## config.mk

```make
export PLATFORM = sky130hd
export DESIGN_NAME = reg_writeback_queue
export DESIGN_NICKNAME = d
export VERILOG_FILES = /design/src/rtl/reg_writeback_queue.sv
export SDC_FILE = /design/constraint.sdc
export NUM_CORES = 1
export LEC_CHECK = 0
export ABC_CLOCK_PERIOD_IN_PS = 6050
export BUFFER_PORTS_ARGS = -buffer_cell sky130_fd_sc_hd__buf_2
export CAP_MARGIN = 15
export CORE_ASPECT_RATIO = 0.8
export CORE_MARGIN = 3
export CORE_UTILIZATION = 55
export CTS_CLUSTER_DIAMETER = 30
export DETAILED_ROUTE_END_ITERATION = 10
export MAX_ROUTING_LAYER = met4
export PLACE_DENSITY = 0.76
export REMOVE_ABC_BUFFERS = 1
export SYNTH_ARGS = -nofsm -noshare
export SYNTH_HDL_FRONTEND = slang
export SYNTH_SLANG_ARGS = --single-unit
```

## constraint.sdc

```tcl
create_clock -name clk -period 6.05 [get_ports clk]
set_clock_uncertainty 0.1 [all_clocks]
set_input_delay 0.3025 -clock clk [delete_from_list [all_inputs] [get_ports clk]]
set_output_delay 0.3025 -clock clk [all_outputs]
set_load 0.01 [all_outputs]
```

## src/rtl/reg_writeback_queue.sv

```systemverilog
// reg_writeback_queue: buffers multi-cycle register write-backs, drains them to the single write port when the ALU path is idle, and flags rs/rt hazards.
// Optional forwarding ports fwd_rs/rt_data/valid are built when REG_WB_BYPASS_EN is defined.
module reg_writeback_queue #(
  parameter int DEPTH = 4
) (
  input  logic                     clk,
  input  logic                     reset,
  input  logic                     enq_valid,
  output logic                     enq_ready,
  input  logic [4:0]               enq_rd,
  input  logic [31:0]              enq_data,
  input  logic                     alu_regwrite,
  output logic                     RegWrite,
  output logic [4:0]               rd,
  output logic [31:0]              writedata,
  input  logic [4:0]               rs,
  input  logic [4:0]               rt,
  output logic                     hazard_rs,
  output logic                     hazard_rt,
`ifdef REG_WB_BYPASS_EN
  output logic [31:0]              fwd_rs_data,
  output logic [31:0]              fwd_rt_data,
  output logic                     fwd_rs_valid,
  output logic                     fwd_rt_valid,
`endif
  output logic [$clog2(DEPTH):0]   count
);
  localparam int AW = $clog2(DEPTH);
  logic [4:0]       r_rd   [DEPTH];
  logic [31:0]      r_data [DEPTH];
  logic [DEPTH-1:0] r_vld;
  logic [AW-1:0]    r_head, r_tail;
  logic [AW:0]      r_count;
  logic             w_push, w_pop;
  logic [AW-1:0]    w_idx;
  assign enq_ready = r_count != (AW+1)'(DEPTH);
  assign w_push    = enq_valid && enq_ready && enq_rd != 5'd0;
  assign RegWrite  = r_count != '0 && !alu_regwrite;
  assign w_pop     = RegWrite;
  assign rd        = RegWrite ? r_rd[r_head] : 5'd0;
  assign writedata = RegWrite ? r_data[r_head] : 32'd0;
  assign count     = r_count;
  always_ff @(posedge clk or posedge reset)
    if (reset) begin
      r_head  <= '0;
      r_tail  <= '0;
      r_count <= '0;
      r_vld   <= '0;
    end else begin
      if (w_pop) r_vld[r_head] <= 1'b0;
      if (w_push) r_vld[r_tail] <= 1'b1;
      if (w_pop) r_head <= r_head + AW'(1);
      if (w_push) r_tail <= r_tail + AW'(1);
      r_count <= r_count + (AW+1)'(w_push) - (AW+1)'(w_pop);
    end
  always_ff @(posedge clk)
    if (w_push) begin
      r_rd[r_tail]   <= enq_rd;
      r_data[r_tail] <= enq_data;
    end
  // Scan oldest to youngest so the last match seen is the youngest one.
  always_comb begin
    hazard_rs = 1'b0;
    hazard_rt = 1'b0;
    w_idx     = r_head;
`ifdef REG_WB_BYPASS_EN
    fwd_rs_data = 32'd0;
    fwd_rt_data = 32'd0;
`endif
    for (int k = 0; k < DEPTH; k++) begin
      w_idx = r_head + AW'(k);
      if (r_vld[w_idx] && rs != 5'd0 && r_rd[w_idx] == rs) begin
        hazard_rs = 1'b1;
`ifdef REG_WB_BYPASS_EN
        fwd_rs_data = r_data[w_idx];
`endif
      end
      if (r_vld[w_idx] && rt != 5'd0 && r_rd[w_idx] == rt) begin
        hazard_rt = 1'b1;
`ifdef REG_WB_BYPASS_EN
        fwd_rt_data = r_data[w_idx];
`endif
      end
    end
  end
`ifdef REG_WB_BYPASS_EN
  assign fwd_rs_valid = hazard_rs;
  assign fwd_rt_valid = hazard_rt;
`endif
endmodule

```

Word-level counts from Yosys, hierarchy flattened

Memory sizes are Yosys's and may differ from the RTL's.
Index checks and enable logic that the tools add are counted.

Register bits: 11
Input bits: 51
Word-level logic and storage cells: 83
Memories kept: 2
Output and inout port bits: 44
Bits in writable memories: 148

Memory list:

| memory | depth | bits a word | read ports | clocked after memory_dff | write ports | line | source |
|---|---|---|---|---|---|---|---|
| r_data | 4     | 32          | 1          | 0                        | 1           | 30   | `logic [31:0] r_data [DEPTH];` |
| r_rd   | 4     | 5           | 4          | 0                        | 1           | 29   | `logic [4:0] r_rd [DEPTH];` |

Order comparisons: 7
Add/subtract/negate cells: 6
Bitwise gates (word level): 3
Muxes and demuxes: 26
Equal/unequal tests: 9
Reductions and logical operators: 26

Operators by type and width:

| operator                                                                      | count |
|---|---|
| 5-bit == test                                                                 | 8 |
| 32-bit 2-to-1 mux                                                             | 1 |
| 1-bit logical AND                                                             | 21 |
| 1-bit 2-to-1 mux                                                              | 16 |
| 2-bit by 3-bit less-than comparator with 1-bit output (second input constant) | 5 |
| 5-bit nonzero test                                                            | 3 |
| 1-bit binary-select mux with 2-bit select                                     | 4 |
| 4-bit 2-to-1 mux                                                              | 2 |
| 5-bit 2-to-1 mux                                                              | 1 |
| 2-bit by 1-bit adder with 2-bit output (second input constant)                | 2 |
| 2-bit adder (second input constant)                                           | 2 |
| 4-bit bitwise AND                                                             | 1 |
| 1-bit demux with 2-bit select                                                 | 2 |
| 2-bit by 1-bit >= comparator with 1-bit output (second input constant)        | 2 |
| 4-bit inverter                                                                | 1 |
| 4-bit bitwise OR                                                              | 1 |
| 3-bit by 1-bit adder with 3-bit output                                        | 1 |
| 3-bit != test (second input constant)                                         | 1 |
| 3-bit nonzero test                                                            | 1 |
| 3-bit by 1-bit subtractor with 3-bit output                                   | 1 |
| 1-bit zero test                                                               | 1 |

Longest topological paths before layout

Gate-level depths: netlist of the first run.

Word-level depth: 9
Depth in mapped cells: 12

Worst setup path before layout of the first run

Ideal clock, no wire load.

Path type: register to output
Start: register r_head[1]
End: output hazard_rs
Stages on the path, launching flop included: 12
Slack: 2.678 ns
Required time: 5.648 ns
Buffers on the path: 4
Arrival: 2.970 ns
Path through: dfrtp_1 -> clkbuf_1 -> buf_2 -> buf_1 -> inv_1 -> ha_1 -> buf_6 -> mux4_2 -> xor2_1 -> nor4_1 -> nand4_1 -> nand4_1

Cells in the longest elaborated chain, start to end: 8

RTL lines:

| what                                                     | line | source |
|---|---|---|
| start: declaration                                       | 32   | `logic [AW-1:0] r_head, r_tail;` |
| start signal: assignment                                 | 52   | `if (w_pop) r_head <= r_head + AW'(1);` |
| branches (longest 7 deep; another with memory 4 x 5 bit) | n/a  |  |
| 1-bit 2-to-1 mux (*)                                     | 72   | `if (r_vld[w_idx] && rs != 5'd0 && r_rd[w_idx] == rs) begin` |
| end: declaration                                         | 18   | `output logic hazard_rs,` |

Mark *: on every way between the ends. The select of a mux whose other input is x is not followed.

Worst setup path after layout of the first run

Start: register r_head[1]
End: output hazard_rt

Cells in the longest elaborated chain, start to end: 8

RTL lines:

| what                                                     | line | source |
|---|---|---|
| branches (longest 7 deep; another with memory 4 x 5 bit) | n/a  |  |
| 1-bit 2-to-1 mux (*)                                     | 78   | `if (r_vld[w_idx] && rt != 5'd0 && r_rd[w_idx] == rt) begin` |
| end: declaration                                         | 19   | `output logic hazard_rt,` |

Marked as above.

==> results of run 1 <==
[cells in the mapped netlist, types with 2 or more instances]
cell,n
mux2_2,3
edfxtp_1,148
buf_1,3
and2_1,40
nand3_1,2
inv_1,9
mux4_2,52
nand4_1,8
a22o_1,4
clkbuf_1,16
dfrtp_1,11
mux4_1,3
nor2_1,5
buf_4,5
nor4_1,3
mux2i_1,5
xor2_1,21
buf_6,2
xnor2_1,24
ha_1,10
buf_2,2
nand2_1,11
nor3_1,6
[per-stage QoR]
stage | instance area, um2 | power [mW] | hold slack, ns | std cells
after floorplan | 7150 | 2.81 | 0.0549 | 375
final | 8740 | 4.26 | 0.0178 | 703
after detailed placement | 7870 | 3.25 | 0.218 | 642
after global routing | 8740 | 4.50 | 0.00300 | 703
after CTS | 8740 | 4.31 | 0.000836 | 703
after global placement | 7870 | 3.21 | 0.208 | 642
[how the worst max path moves through the flow]
| stage | start | cells past startpoint | end |
|---|---|---|---|
| finish | r_head[1] | 9 | hazard_rt |
| global route | r_head[1] | 9 | hazard_rt |
| CTS | r_head[1] | 9 | hazard_rt |
| detailed placement | r_head[1] | 9 | hazard_rt |
| global placement | r_head[1] | 9 | hazard_rs |
| floorplan | r_head[0] | 7 | hazard_rs |
[sequential cells by signal, indices dropped and copies added, names as in the netlist]
signal,cells
r_data,128
r_vld,4
r_tail,2
r_head,2
count,3
r_rd,20
[logic make-up after synthesis]
family / share of synthesized area
AO/OA/AOI/OAI: 0.0106
XOR/XNOR: 0.0540
adder cells (fa/ha/maj): 0.0199
buffers and inverters: 0.0240
flip-flops: 0.647
multiplexers: 0.183
AND/OR/NAND/NOR: 0.0613
[layout by cell type, fill, tap and decap left out, drive strengths merged, types with 6 or more instances in the layout]
cell type | netlist | final
edfxtp | 148 | 148
buf | 12 | 96
mux4 | 55 | 55
and2 | 40 | 40
dlygate4sd3 | 0 | 30
xnor2 | 24 | 24
xor2 | 21 | 21
clkbuf | 16 | 20
inv | 9 | 13
nand2 | 11 | 11
dfrtp | 11 | 11
ha | 10 | 10
nand4 | 8 | 8
nor3 | 6 | 6
[report_power, final]
part | total [mW] | internal, mW | switching [mW]
clock network | 1.03 | 0.611 | 0.419
logic | 1.66 | 0.812 | 0.851
registers | 1.57 | 1.47 | 0.0964
total | 4.26 | 2.89 | 1.37
[timing repair]
item / 4_1_cts / 5_1_grt
hold buffers: 30 / 0
hold endpoints to repair: 127 / 0
resized for setup: 0 / 0
[layer usage]
layer | up-vias | global-route usage | share of wire | routed length, um
met3 | 15 | 0.0618 | 0.075 | 1080
met4 | 0 | 0.0661 | 0.0090 | 131
li1 | 1816 | - | - | -
met1 | 2033 | 0.292 | 0.43 | 6160
met5 | - | - | 0 | 0
met2 | 157 | 0.340 | 0.49 | 7110
[layout make-up]
type | count | area share
flip-flops and latches | 159 | 0.541
multi-input cells | 207 | 0.276
repair buffers | 126 | 0.0899
clock buffers | 20 | 0.0500
well taps | 171 | 0.0245
clock inverters | 11 | 0.0152
inverters | 9 | 0.00387
==> impl_metrics.py, run 1 <==
metrics = {
    "critical_path": {
        "worstReg2RegStart": "count[1]",
        "cp_top_family": "buffers and inverters",
        "r2r_end": "count[2]",
        "reg2reg_setup_slack_ns": 3.29,
        "cp.arrival_ns": 3.84,
        "cpMaxStageDelayCell": "ha_1",
        "critPathMaxStageDelay_ns": 0.71,
        "crit_fanout": 52,
        "cp.required_ns": 5.65,
        "critPathBufInv": 3,
        "start_kind": "flip-flop",
        "worstSetupPathType": "reg2out",
        "reg2reg_depth": 11,
        "endpoint_kind": "primary output",
        "cp_cell_sequence": "buf_4 > inv_1 > ha_1 > mux4_1 > xnor2_1 > nand4_1 > o22a_1 > o311ai_1 > buf_2",
    },
    "floorplanning": {
        "die_area_um2": 14700,
        "core_um2": 12600,
        "die_width_um": 135,
        "start_util": 0.580,
        "rows": 36,
        "io_pins": 95,
        "die_h_um": 109,
    },
    "cts": {
        "cts_max_level": 4,
        "cts_tree": "built",
        "cts_made_buffers": 17,
        "cts-root-buf": "clkbuf_16",
        "cts_max_path_buffers": 2,
        "cts_setup_buffers": 0,
        "clkTransAtPathRegs_ns": 0.06,
        "clock_latency_ns": 0.41,
        "cts.sink_count": 159,
    },
    "worst_hold_path": {
        "min-delay-path-class": "in2reg",
        "min_from": "enq_data[2]",
        "min_to": "r_data[0][2]",
        "hold_path_depth": 1,
    },
    "grt": {
        "grt-ovfl-total": 0,
        "grt_pass1_wl_mm": 23.2,
        "grt_use_total": 0.221,
        "grt_start_max_net_pins": 60,
        "grt_pass1_vias": 4205,
        "antenna_found_initial": 0,
    },
    "timing": {
        "setup_tns_ns": 0,
        "fmax_ghz": 0.236,
        "fin_crit_sh": 0.701,
        "worstMarginPinSlew_ns": 1.06,
        "rsz0062_at_grt": "false",
        "setup_violations": 0,
        "setup_slack_ns": 1.81,
        "relSlewSlack": 0.295,
        "final-hold-violation-count": 0,
        "min_period_ns": 4.24,
        "slew_violations": 0,
    },
    "synthesis": {
        "synth_seq_cells": 159,
        "synthTopCellsByArea": "edfxtp_1 61%, mux4_2 16%, dfrtp_1 3.8%",
        "syn_avg_cell_area_um2": 18.1,
        "synth_cells": 403,
        "yosysTopAreaCell": "edfxtp_1",
        "syn_area_um2": 7290,
        "synth_edf_count": 148,
        "ys_seq_area_frac": 0.647,
        "yosys_most_used_dff": "edfxtp_1",
        "ys_warn_count": 0,
        "yosysUniqueCellTypes": 33,
        "ys_async_sr_fraction": 0.0692,
        "synth_top_area_share": 0.609,
    },
    "layout": {
        "multi_input_area_um2": 2410,
        "num-fill-cells": 807,
        "fin_nets": 582,
        "fin_util": 0.695,
        "antenna_cells": 0,
        "regArea_um2": 4720,
        "area_delta_synth_final_pct": 19.8,
        "drive_above_1_share": 0.352,
    },
    "run": {
        "max_cap_violations": 0,
    },
    "placement": {
        "dp_slack_ns": 2.30,
        "routabilityCongestion": 0.987,
        "io_buffers": 94,
        "place_hpwl_mm": 8.66,
    },
    "pwr": {
        "cellLeakagePower_nw": 3.16,
        "p_per_area_nw_per_um2": 487,
        "vdd_drop_max_mv": 0.297,
    },
    "detailed_routing": {
        "dr.pass1.iters": 5,
        "drt-total-wl_mm": 14.5,
        "via_per_inst": 5.72,
        "vias": 4021,
        "wl_per_cell_um": 20.6,
        "drc": 0,
        "dr.first_iter.drc_count": 430,
        "ant_nets": 0,
    },
    "run_status": {
        "status": "completed",
    },
}
(Power assumes the default switching activity.)
==> run 2, diff against run 1 <==
Settings changed: ABC_CLOCK_PERIOD_IN_PS 6050 to 3500, CORE_UTILIZATION 55 to 52.
Clock period 6.05 ns to 3.5 ns, I/O delays scaled along.
==> impl_metrics.py, run 2 (synthesized netlist as in run 1, its figures left out) <==
metrics = {
    "cts": {
        "clkTransAtPathRegs_ns": 0.06,
        "cts.sink_count": 159,
        "cts_max_path_buffers": 2,
        "clock_latency_ns": 0.42,
        "cts-root-buf": "clkbuf_16",
        "cts_made_buffers": 17,
        "cts_max_level": 4,
        "cts_tree": "built",
        "cts_setup_buffers": 0,
    },
    "detailed_routing": {
        "drc": 0,
        "dr.first_iter.drc_count": 317,
        "dr.pass1.iters": 4,
        "drt-total-wl_mm": 15.2,
        "vias": 4104,
        "via_per_inst": 5.61,
        "wl_per_cell_um": 20.8,
        "ant_nets": 0,
    },
    "worst_hold_path": {
        "hold_path_depth": 4,
        "min-delay-path-class": "in2reg",
        "min_from": "alu_regwrite",
        "min_to": "r_head[1]",
    },
    "layout": {
        "antenna_cells": 0,
        "layout_commonest_cell": "edfxtp_1",
        "largest_registers": "r_data x128, r_rd x20, r_vld x4",
        "stdcell_count": 731,
        "area_delta_synth_final_pct": 22.9,
        "layout_common_cells": "148 x edfxtp_1, 94 x buf_2, 52 x mux4_2, 38 x dlygate4sd3_1, 36 x and2_1",
        "drive_above_1_share": 0.365,
        "fin_nets": 600,
        "largest_register": "r_data",
        "final_cell_area_um2": 8960,
        "largest_reg_flops": 128,
        "fin_util": 0.657,
    },
    "run": {
        "max_cap_violations": 0,
    },
    "critical_path": {
        "worstReg2RegStart": "count[1]",
        "r2r_end": "count[2]",
        "cp.arrival_ns": 3.01,
        "reg2reg_depth": 8,
        "reg2reg_setup_slack_ns": 0.81,
        "endpoint_kind": "primary output",
        "cp.required_ns": 3.22,
        "worstSetupPathType": "reg2out",
        "start_kind": "flip-flop",
        "crit_fanout": 43,
    },
    "floorplanning": {
        "start_util": 0.534,
        "die_h_um": 112,
        "io_pins": 95,
        "die_width_um": 138,
        "core_um2": 13600,
        "die_area_um2": 15500,
        "rows": 38,
    },
    "timing": {
        "min_period_ns": 3.28,
        "hold-worst-slack_ns": 0.193,
        "setup_slack_ns": 0.217,
        "relSlewSlack": 0.318,
        "fmax_ghz": 0.305,
        "slew_violations": 0,
        "worstMarginPinSlew_ns": 1.02,
        "rsz0062_at_grt": "false",
        "final-hold-violation-count": 0,
        "fin_crit_sh": 0.938,
        "setup_violations": 0,
        "setup_tns_ns": 0,
    },
    "grt": {
        "grt_use_total": 0.211,
        "grt-ovfl-total": 0,
        "grt_pass1_vias": 4445,
        "grt_pass1_wl_mm": 24.3,
        "grt_start_max_net_pins": 52,
        "antenna_found_initial": 0,
    },
    "placement": {
        "place_hpwl_mm": 9.39,
        "dp_slack_ns": 0.637,
        "routabilityCongestion": 0.901,
        "io_buffers": 94,
        "dpl_cell_area_um2": 7950,
        "placed_cells_incl_taps": 661,
    },
    "pwr": {
        "vdd_drop_max_mv": 0.683,
        "cellLeakagePower_nw": 3.26,
        "p_per_area_nw_per_um2": 848,
        "total_power_mw": 7.60,
    },
    "run_status": {
        "status": "completed",
    },
}
run 2: cell count changes in the layout (fill, tap and decap cells not counted), sizes merged:
| cell | delta |
|---|---|
| buf | +10 |
| bufinv | +1 |
| clkbuf | -3 |
| clkinvlp | +1 |
| dlygate4sd3 | +8 |
| inv | +2 |
run 2: worst max-delay path, stage by stage (launching register included):
cell	delay [ns]
dfrtp_4	0.40
buf_4	0.59
mux4_1	0.74
xnor2_1	0.25
and4_1	0.26
nand4_1	0.11
nand4_1	0.09
buf_2	0.13
run 2: how the worst max path moves through the flow:
stage / slack, ns / endpoint / start
after floorplan: -1.35 / hazard_rs / r_head[0]
after global placement: 0.67 / hazard_rt / r_head[0]
after detailed placement: 0.64 / hazard_rs / r_head[0]
after CTS: 0.17 / hazard_rs / r_head[0]
after global routing: 0.005 / hazard_rs / r_head[0]
final: 0.22 / hazard_rs / r_head[0]
run 2: cell type report:
type / count / area (um2)
fill: 922 / 4680
tap: 180 / 225
clock buffer: 17 / 425
multi-input combinational: 207 / 2410
sequential: 159 / 4720
inverter: 9 / 33.8
clock inverter: 15 / 199
timing repair buffer: 144 / 941
run 2: per-layer routing:
metal / routed length (um) / vias to the layer above / track usage
met5: 0 / - / -
met4: 130 / 0 / 0.0586
met3: 1040 / 17 / 0.0653
met2: 7240 / 138 / 0.324
met1: 6770 / 2097 / 0.278
li1: - / 1852 / -
run 2: what timing repair did:
action                     4_1_cts  5_1_grt
hold endpoints to repair       159        0
resized for setup                0        1
setup endpoints to repair        0        2
hold buffers                    38        0
run 2: power breakdown:
part | internal [mW] | total, mW | switching, mW
clock | 1.15 | 1.93 | 0.781
sequential | 2.53 | 2.70 | 0.167
combinational | 1.47 | 2.98 | 1.51
